**src/rtl/dmem_arbiter.sv**
```systemverilog
// Round-robin arbiter sharing the 64-bit data memory between the core and loader ports.
// One request in flight: accept, memory strobe next cycle, one-cycle response after that.
module dmem_arbiter #(
  parameter int unsigned DEPTH = 1024,
  parameter int unsigned IW    = 10
) (
  input  logic          clock,
  input  logic          reset,

  input  logic          cpu_req_valid,
  output logic          cpu_req_ready,
  input  logic          cpu_req_write,
  input  logic [63:0]   cpu_req_addr,
  input  logic [63:0]   cpu_req_wdata,
  output logic          cpu_resp_valid,
  output logic [63:0]   cpu_resp_rdata,
  output logic          cpu_resp_err,

  input  logic          ld_req_valid,
  output logic          ld_req_ready,
  input  logic          ld_req_write,
  input  logic [63:0]   ld_req_addr,
  input  logic [63:0]   ld_req_wdata,
  output logic          ld_resp_valid,
  output logic [63:0]   ld_resp_rdata,
  output logic          ld_resp_err,

  output logic          mem_en,
  output logic          mem_we,
  output logic [IW-1:0] mem_index,
  output logic [63:0]   mem_wdata,
  input  logic [63:0]   mem_rdata
);

  typedef enum logic [1:0] {StIdle, StIssue, StResp} state_e;

  state_e      state_q, state_d;
  logic        last_ld_q, last_ld_d;
  logic        port_ld_q, port_ld_d;
  logic        write_q, write_d;
  logic [63:0] addr_q, addr_d;
  logic [63:0] wdata_q, wdata_d;
  logic        cpu_resp_q, cpu_resp_d;
  logic        ld_resp_q, ld_resp_d;
  logic        err_q, err_d;
  logic        rd_ok_q, rd_ok_d;

  logic        grant_cpu, grant_ld;
  logic        cpu_hs, ld_hs;
  logic        req_err;

  // On a tie the port that did not win last time is granted.
  assign grant_cpu = cpu_req_valid & (~ld_req_valid | last_ld_q);
  assign grant_ld  = ld_req_valid & (~cpu_req_valid | ~last_ld_q);

  // Readys are forced low during reset so every output reads 0 while it is held.
  assign cpu_req_ready = (state_q == StIdle) & grant_cpu & ~reset;
  assign ld_req_ready  = (state_q == StIdle) & grant_ld & ~reset;
  assign cpu_hs        = cpu_req_valid & cpu_req_ready;
  assign ld_hs         = ld_req_valid & ld_req_ready;

  assign req_err = (addr_q[2:0] != 3'b000) || ((addr_q >> 3) >= 64'(DEPTH));

  assign mem_en    = (state_q == StIssue) & ~req_err;
  assign mem_we    = mem_en & write_q;
  assign mem_index = mem_en ? addr_q[IW+2:3] : '0;
  assign mem_wdata = mem_en ? wdata_q : '0;

  assign cpu_resp_valid = cpu_resp_q;
  assign cpu_resp_err   = cpu_resp_q & err_q;
  assign cpu_resp_rdata = (cpu_resp_q & rd_ok_q) ? mem_rdata : '0;
  assign ld_resp_valid  = ld_resp_q;
  assign ld_resp_err    = ld_resp_q & err_q;
  assign ld_resp_rdata  = (ld_resp_q & rd_ok_q) ? mem_rdata : '0;

  always_comb begin
    state_d    = state_q;
    last_ld_d  = last_ld_q;
    port_ld_d  = port_ld_q;
    write_d    = write_q;
    addr_d     = addr_q;
    wdata_d    = wdata_q;
    cpu_resp_d = 1'b0;
    ld_resp_d  = 1'b0;
    err_d      = 1'b0;
    rd_ok_d    = 1'b0;
    unique case (state_q)
      StIdle: begin
        if (cpu_hs || ld_hs) begin
          port_ld_d = ld_hs;
          last_ld_d = ld_hs;
          write_d   = ld_hs ? ld_req_write : cpu_req_write;
          addr_d    = ld_hs ? ld_req_addr : cpu_req_addr;
          wdata_d   = ld_hs ? ld_req_wdata : cpu_req_wdata;
          state_d   = StIssue;
        end
      end
      StIssue: begin
        cpu_resp_d = ~port_ld_q;
        ld_resp_d  = port_ld_q;
        err_d      = req_err;
        rd_ok_d    = ~req_err & ~write_q;
        state_d    = StResp;
      end
      StResp: begin
        state_d = StIdle;
      end
      default: begin
        state_d = StIdle;
      end
    endcase
  end

  always_ff @(posedge clock or posedge reset) begin
    if (reset) begin
      state_q    <= StIdle;
      last_ld_q  <= 1'b1;
      port_ld_q  <= 1'b0;
      write_q    <= 1'b0;
      addr_q     <= '0;
      wdata_q    <= '0;
      cpu_resp_q <= 1'b0;
      ld_resp_q  <= 1'b0;
      err_q      <= 1'b0;
      rd_ok_q    <= 1'b0;
    end else begin
      state_q    <= state_d;
      last_ld_q  <= last_ld_d;
      port_ld_q  <= port_ld_d;
      write_q    <= write_d;
      addr_q     <= addr_d;
      wdata_q    <= wdata_d;
      cpu_resp_q <= cpu_resp_d;
      ld_resp_q  <= ld_resp_d;
      err_q      <= err_d;
      rd_ok_q    <= rd_ok_d;
    end
  end

endmodule

```
**config.mk**
```make
export PLATFORM = sky130hd
export DESIGN_NAME = dmem_arbiter
export DESIGN_NICKNAME = d
export VERILOG_FILES = /design/src/rtl/dmem_arbiter.sv
export SDC_FILE = /design/constraint.sdc
export NUM_CORES = 1
export LEC_CHECK = 0
export ABC_AREA = 1
export CORE_AREA = 5 5 203 205
export CTS_BUF_LIST = sky130_fd_sc_hd__clkbuf_4
export DETAILED_ROUTE_END_ITERATION = 7
export DIE_AREA = 0 0 208 210
export GPL_ROUTABILITY_DRIVEN = 0
export GPL_TIMING_DRIVEN = 0
export HOLD_SLACK_MARGIN = 0.1
export SYNTH_ARGS = -nofsm -noshare
export SYNTH_HDL_FRONTEND = slang
export SYNTH_SLANG_ARGS = --single-unit
```
**constraint.sdc**
```tcl
create_clock -name clock -period 10.8 [get_ports clock]
set_clock_uncertainty 0.15 [all_clocks]
set_input_delay 2.16 -clock clock [delete_from_list [all_inputs] [get_ports clock]]
set_output_delay 2.16 -clock clock [all_outputs]
set_load 0.01 [all_outputs]
```
# Word level (Yosys, flattened, before mapping)
# Index checks and enable logic that the tools add are counted.
# W data, S select, Z words.
totals:
  reg_bits: 137
  input_bits: 326
  out_inout_bits: 210
  elab_cells: 55
classes:
  order_cmp: 1
  n_eq_ne: 2
  muxes: 13
  bitwise_logic: 24
  n_reduce_logical: 5
op_table:
  columns: ["operator", "count"]
  rows:
  - ["$mux W64", 5]
  - ["$ge A61 B11 Y1 const B", 1]
  - ["$and A1 B1 Y1", 15]
  - ["$mux W10", 1]
  - ["$not A1 Y1", 7]
  - ["$mux W1", 5]
  - ["$pmux W2 S2", 1]
  - ["$reduce_bool A3 Y1", 1]
  - ["$eq A2 B1 Y1 const B", 1]
  - ["$logic_not A2 Y1", 1]
  - ["$logic_or A1 B1 Y1", 2]
  - ["$mux W2", 1]
  - ["$ne A2 B1 Y1 const B", 1]
  - ["$or A1 B1 Y1", 2]
  - ["$reduce_and A2 Y1", 1]

# Depth between registers and ports, before layout
logic_depth:
  word_depth: 9
  mapped_depth: 9
  ltp_nobuf: 7

# Least setup slack after synthesis
# OpenSTA, ideal clock, no wires.
synth_path:
  path_type: "input to output"
  from: "input port reset"
  to: "output port ld_req_ready"
  t_arrival_ns: 2.830
  t_required_ns: 8.490
  setup_slack_ns: 5.660
  path_stages: 5
  n_path_buf: 2
  cell_sequence: "nor3_4 > nand2_2 > inv_2 > buf_6 > buf_4"
synth_via:
  elab_chain_len: 2
synth_rtl:
  columns: ["element", "line", "source"]
  rows:
  - ["start, declared", "8", "input logic reset,"]
  - ["$not A1 Y1", "58", "assign ld_req_ready = (state_q == StIdle) & grant_ld & ~reset;"]
  - ["$and A1 B1 Y1", "58", null]
  - ["end, declared", "20", "output logic ld_req_ready,"]
# No other way between the ends.

# Worst setup path in the final report
# Ends and elaborated chain as after synthesis.

==> flow_metrics.py <==
metrics = {
    "global_route": {
        "antenna_found_initial": 15,
        "grt_max_degree": 94,
        "gr-total-overflow": 0,
        "grt_pass1_wl_um": 62420,
        "grtUsageTotal_pct": 18.43,
        "grt_pass1_vias": 10330,
    },
    "die": {
        "core_mm2": 0.03928,
        "die_width_um": 208,
        "dieHeight_um": 210,
        "boundaryPins": 536,
        "die_area_mm2": 0.04368,
        "start_util_pct": 21.04,
        "num_rows": 73,
    },
    "cells_and_area": {
        "fill_cells": 4229,
        "nNetsFinal": 2218,
        "fin_area_mm2": 0.01467,
        "final_cell_mix": "nand2_1, clkdlybuf4s50_1, nor2_1",
        "syn2layout_area_growth_pct": 77.49,
        "layout_commonest_cell": "nand2_1",
        "drive_gt1_share_pct": 4.724,
    },
    "setup_path": {
        "path_class": "in -> out",
        "critPathLaunchType": "input port",
        "crit_family": "buffers and inverters",
        "critical_path_required_ns": 8.49,
        "crit_path_frequent_cell": "clkdlybuf4s50_1",
        "r2r_start": "addr_q[54]$_DFFE_PP0P_",
        "max_stage_delay_ns": 0.56,
        "cp_max_fo": 10,
        "crit_buf_inv": 5,
        "startpoint": "reset",
        "cp-end-kind": "output port",
        "crit_chain": "clkdlybuf4s50_1 -> nor3_4 -> nand2_2 -> inv_2 -> buf_6 -> buf_4 -> clkdlybuf4s50_1",
        "crit_arrival_ns": 4.27,
        "crit_path_top_delay_cell": "clkdlybuf4s50_1",
    },
    "timing": {
        "layout_setup_ws_ns": 4.225,
        "setup-violations-final": 0,
        "relSlewSlack_pct": 65.45,
        "finalSetupTns_ns": 0,
        "fmax_mhz": 152.1,
        "rsz0062_at_grt": "no",
        "hold_viol": 0,
        "fin_crit_ns": 6.575,
        "drv_slew": 0,
        "worst-slew-pin-transition_ns": 0.5183,
        "fin_crit_sh_pct": 60.88,
    },
    "power": {
        "internal_power_w": 0.001262,
        "power.density_mw_per_mm2": 137.4,
        "pwr-share-clk_pct": 20.2,
        "leakagePower_nw": 7.093,
        "ir_drop_mv": 0.07576,
        "seqPwrFrac_pct": 41.4,
        "p_comb_share_pct": 38.4,
        "design_power_total_w": 0.002015,
        "power.switching_w": 0.0007528,
        "p_sw_share_pct": 37.36,
    },
    "route": {
        "postRouteWirelength_um": 42110,
        "drcViolationCount": 0,
        "dr.first_iter.drc_count": 653,
        "viasPerCell": 4.171,
        "ant_nets": 0,
        "routedWlPerCell_um": 17.26,
        "firstDrtPassIters": 5,
        "num_vias": 10180,
    },
    "cts": {
        "post_cts_buffers": 0,
        "cts_tree": "built",
        "cts_buffer_depth": 2,
        "cts-root-buf": "clkbuf_4",
        "cts_resized": 0,
        "clkTransAtPathRegs_ns": 0.14,
        "cts.sinks": 137,
        "clock_latency_ns": 0.55,
        "hold_buffers": 0,
        "cts_buffers": 17,
        "htreeDepth": 4,
    },
    "yosys": {
        "synthesis.nets": 1663,
        "synth_warnings": 0,
        "ys_ff_latch": 137,
        "avgSynthCellArea_um2": 6.182,
        "synthCells": 1337,
        "yosys.cell_types.count": 21,
        "syn_area_mm2": 0.008265,
        "seq_area_frac_synth_pct": 41.49,
    },
    "run": {
        "cap_violations": 0,
    },
    "run_status": {
        "outcome": "finished clean",
    },
    "placed_design": {
        "hpwl_um": 35240,
        "io_buffers": 535,
        "dpl_cell_area_mm2": 0.01431,
        "preCtsSetupSlack_ns": 4.162,
    },
    "hold_path": {
        "worstHoldPathType": "reg -> reg",
        "hold_start": "port_ld_q$_DFFE_PP0P_",
    },
}
cells by family (layout without fill, tap and decap cells):
family          after synthesis  count (layout)  share of synthesized area [%]
other cells                   0              10                              0
compound gates               81              81                          4.935
buf+inv                     232             800                          12.02
simple gates                887             887                          41.55
flops                       137             137                          41.49
Yosys cell counts (all sizes together):
cell / n / area [um2]
buf: 54 / 325.3
a21oi: 1 / 5.000
inv: 151 / 566.8
o21ai: 79 / 395.4
dfrtp: 136 / 3403
clkbuf: 27 / 101.4
nand3: 54 / 282.8
nand4: 1 / 6.260
nand2: 590 / 2225
dfstp: 1 / 26.28
nor3: 1 / 16.27
a21boi: 1 / 7.510
nor2: 241 / 904.6
state kept, by name, summed over array words and instances (netlist names):
signal          count
rd_ok_q             1
last_ld_q           1
port_ld_q           1
ld_resp_valid       1
err_q               1
wdata_q            64
write_q             1
addr_q             64
cpu_resp_valid      1
state_q             2
per-layer routing:
layer | GRT usage, % | share of wire [%] | vias to the layer above
met5 | 0 | 0 | -
met4 | 7.565 | 3.7 | 0
met3 | 4.078 | 5.0 | 63
met2 | 33.95 | 52 | 384
met1 | 20.63 | 39 | 4668
li1 | - | - | 5062
area by class of cell:
type                    instances  area, um2  area share, %
flip-flops and latches        137       3430          23.38
inverters                     151      571.8          3.898
multi-input cells             968       3842          26.19
clock buffers                  19      142.6         0.9723
plain buffers                  81      426.7          2.908
diodes                         10      25.02         0.1706
repair buffers                536       5383          36.69
clock inverters                13      192.7          1.313
well taps                     525      656.9          4.478
per-stage QoR:
stage          cells  hold slack [ns]  util, %
2_1_floorplan   1337           0.2527        -
3_3_place_gp    2397           0.3012    36.35
3_5_place_dp    2398           0.3036    36.44
4_1_cts         2430           0.3251    37.29
5_1_grt         2440           0.3392    37.35
6_report        2440           0.3105    37.35
path summary, 6_finish.rpt:
path / end / slack, ns / cells after the start
worst max-delay path: ld_req_ready / 4.22 / 7
max in group asynchronous: last_ld_q$_DFFE_PP1P_ / 7.73 / 3
worst max register to register: rd_ok_q$_DFF_PP0_ / 8.54 / 8
min in group asynchronous: wdata_q[12]$_DFFE_PP0P_ / 1.91 / 2
worst min register to register: cpu_resp_valid$_DFF_PP0_ / 0.31 / 1
worst min-delay path: cpu_resp_valid$_DFF_PP0_ / 0.31 / 1
power by group through the flow:
| stage | registers [W] | logic, W | clock network [W] |
|---|---|---|---|
| after floorplan | 0.000823 | 0.000489 | 0 |
| after global placement | 0.000840 | 0.000768 | 0 |
| after detailed placement | 0.000848 | 0.000785 | 0 |
| after CTS | 0.000835 | 0.000789 | 0.000424 |
| after global routing | 0.000862 | 0.000890 | 0.000445 |
| final | 0.000834 | 0.000774 | 0.000407 |
No activity file was read; power rests on OpenSTA's default activity.
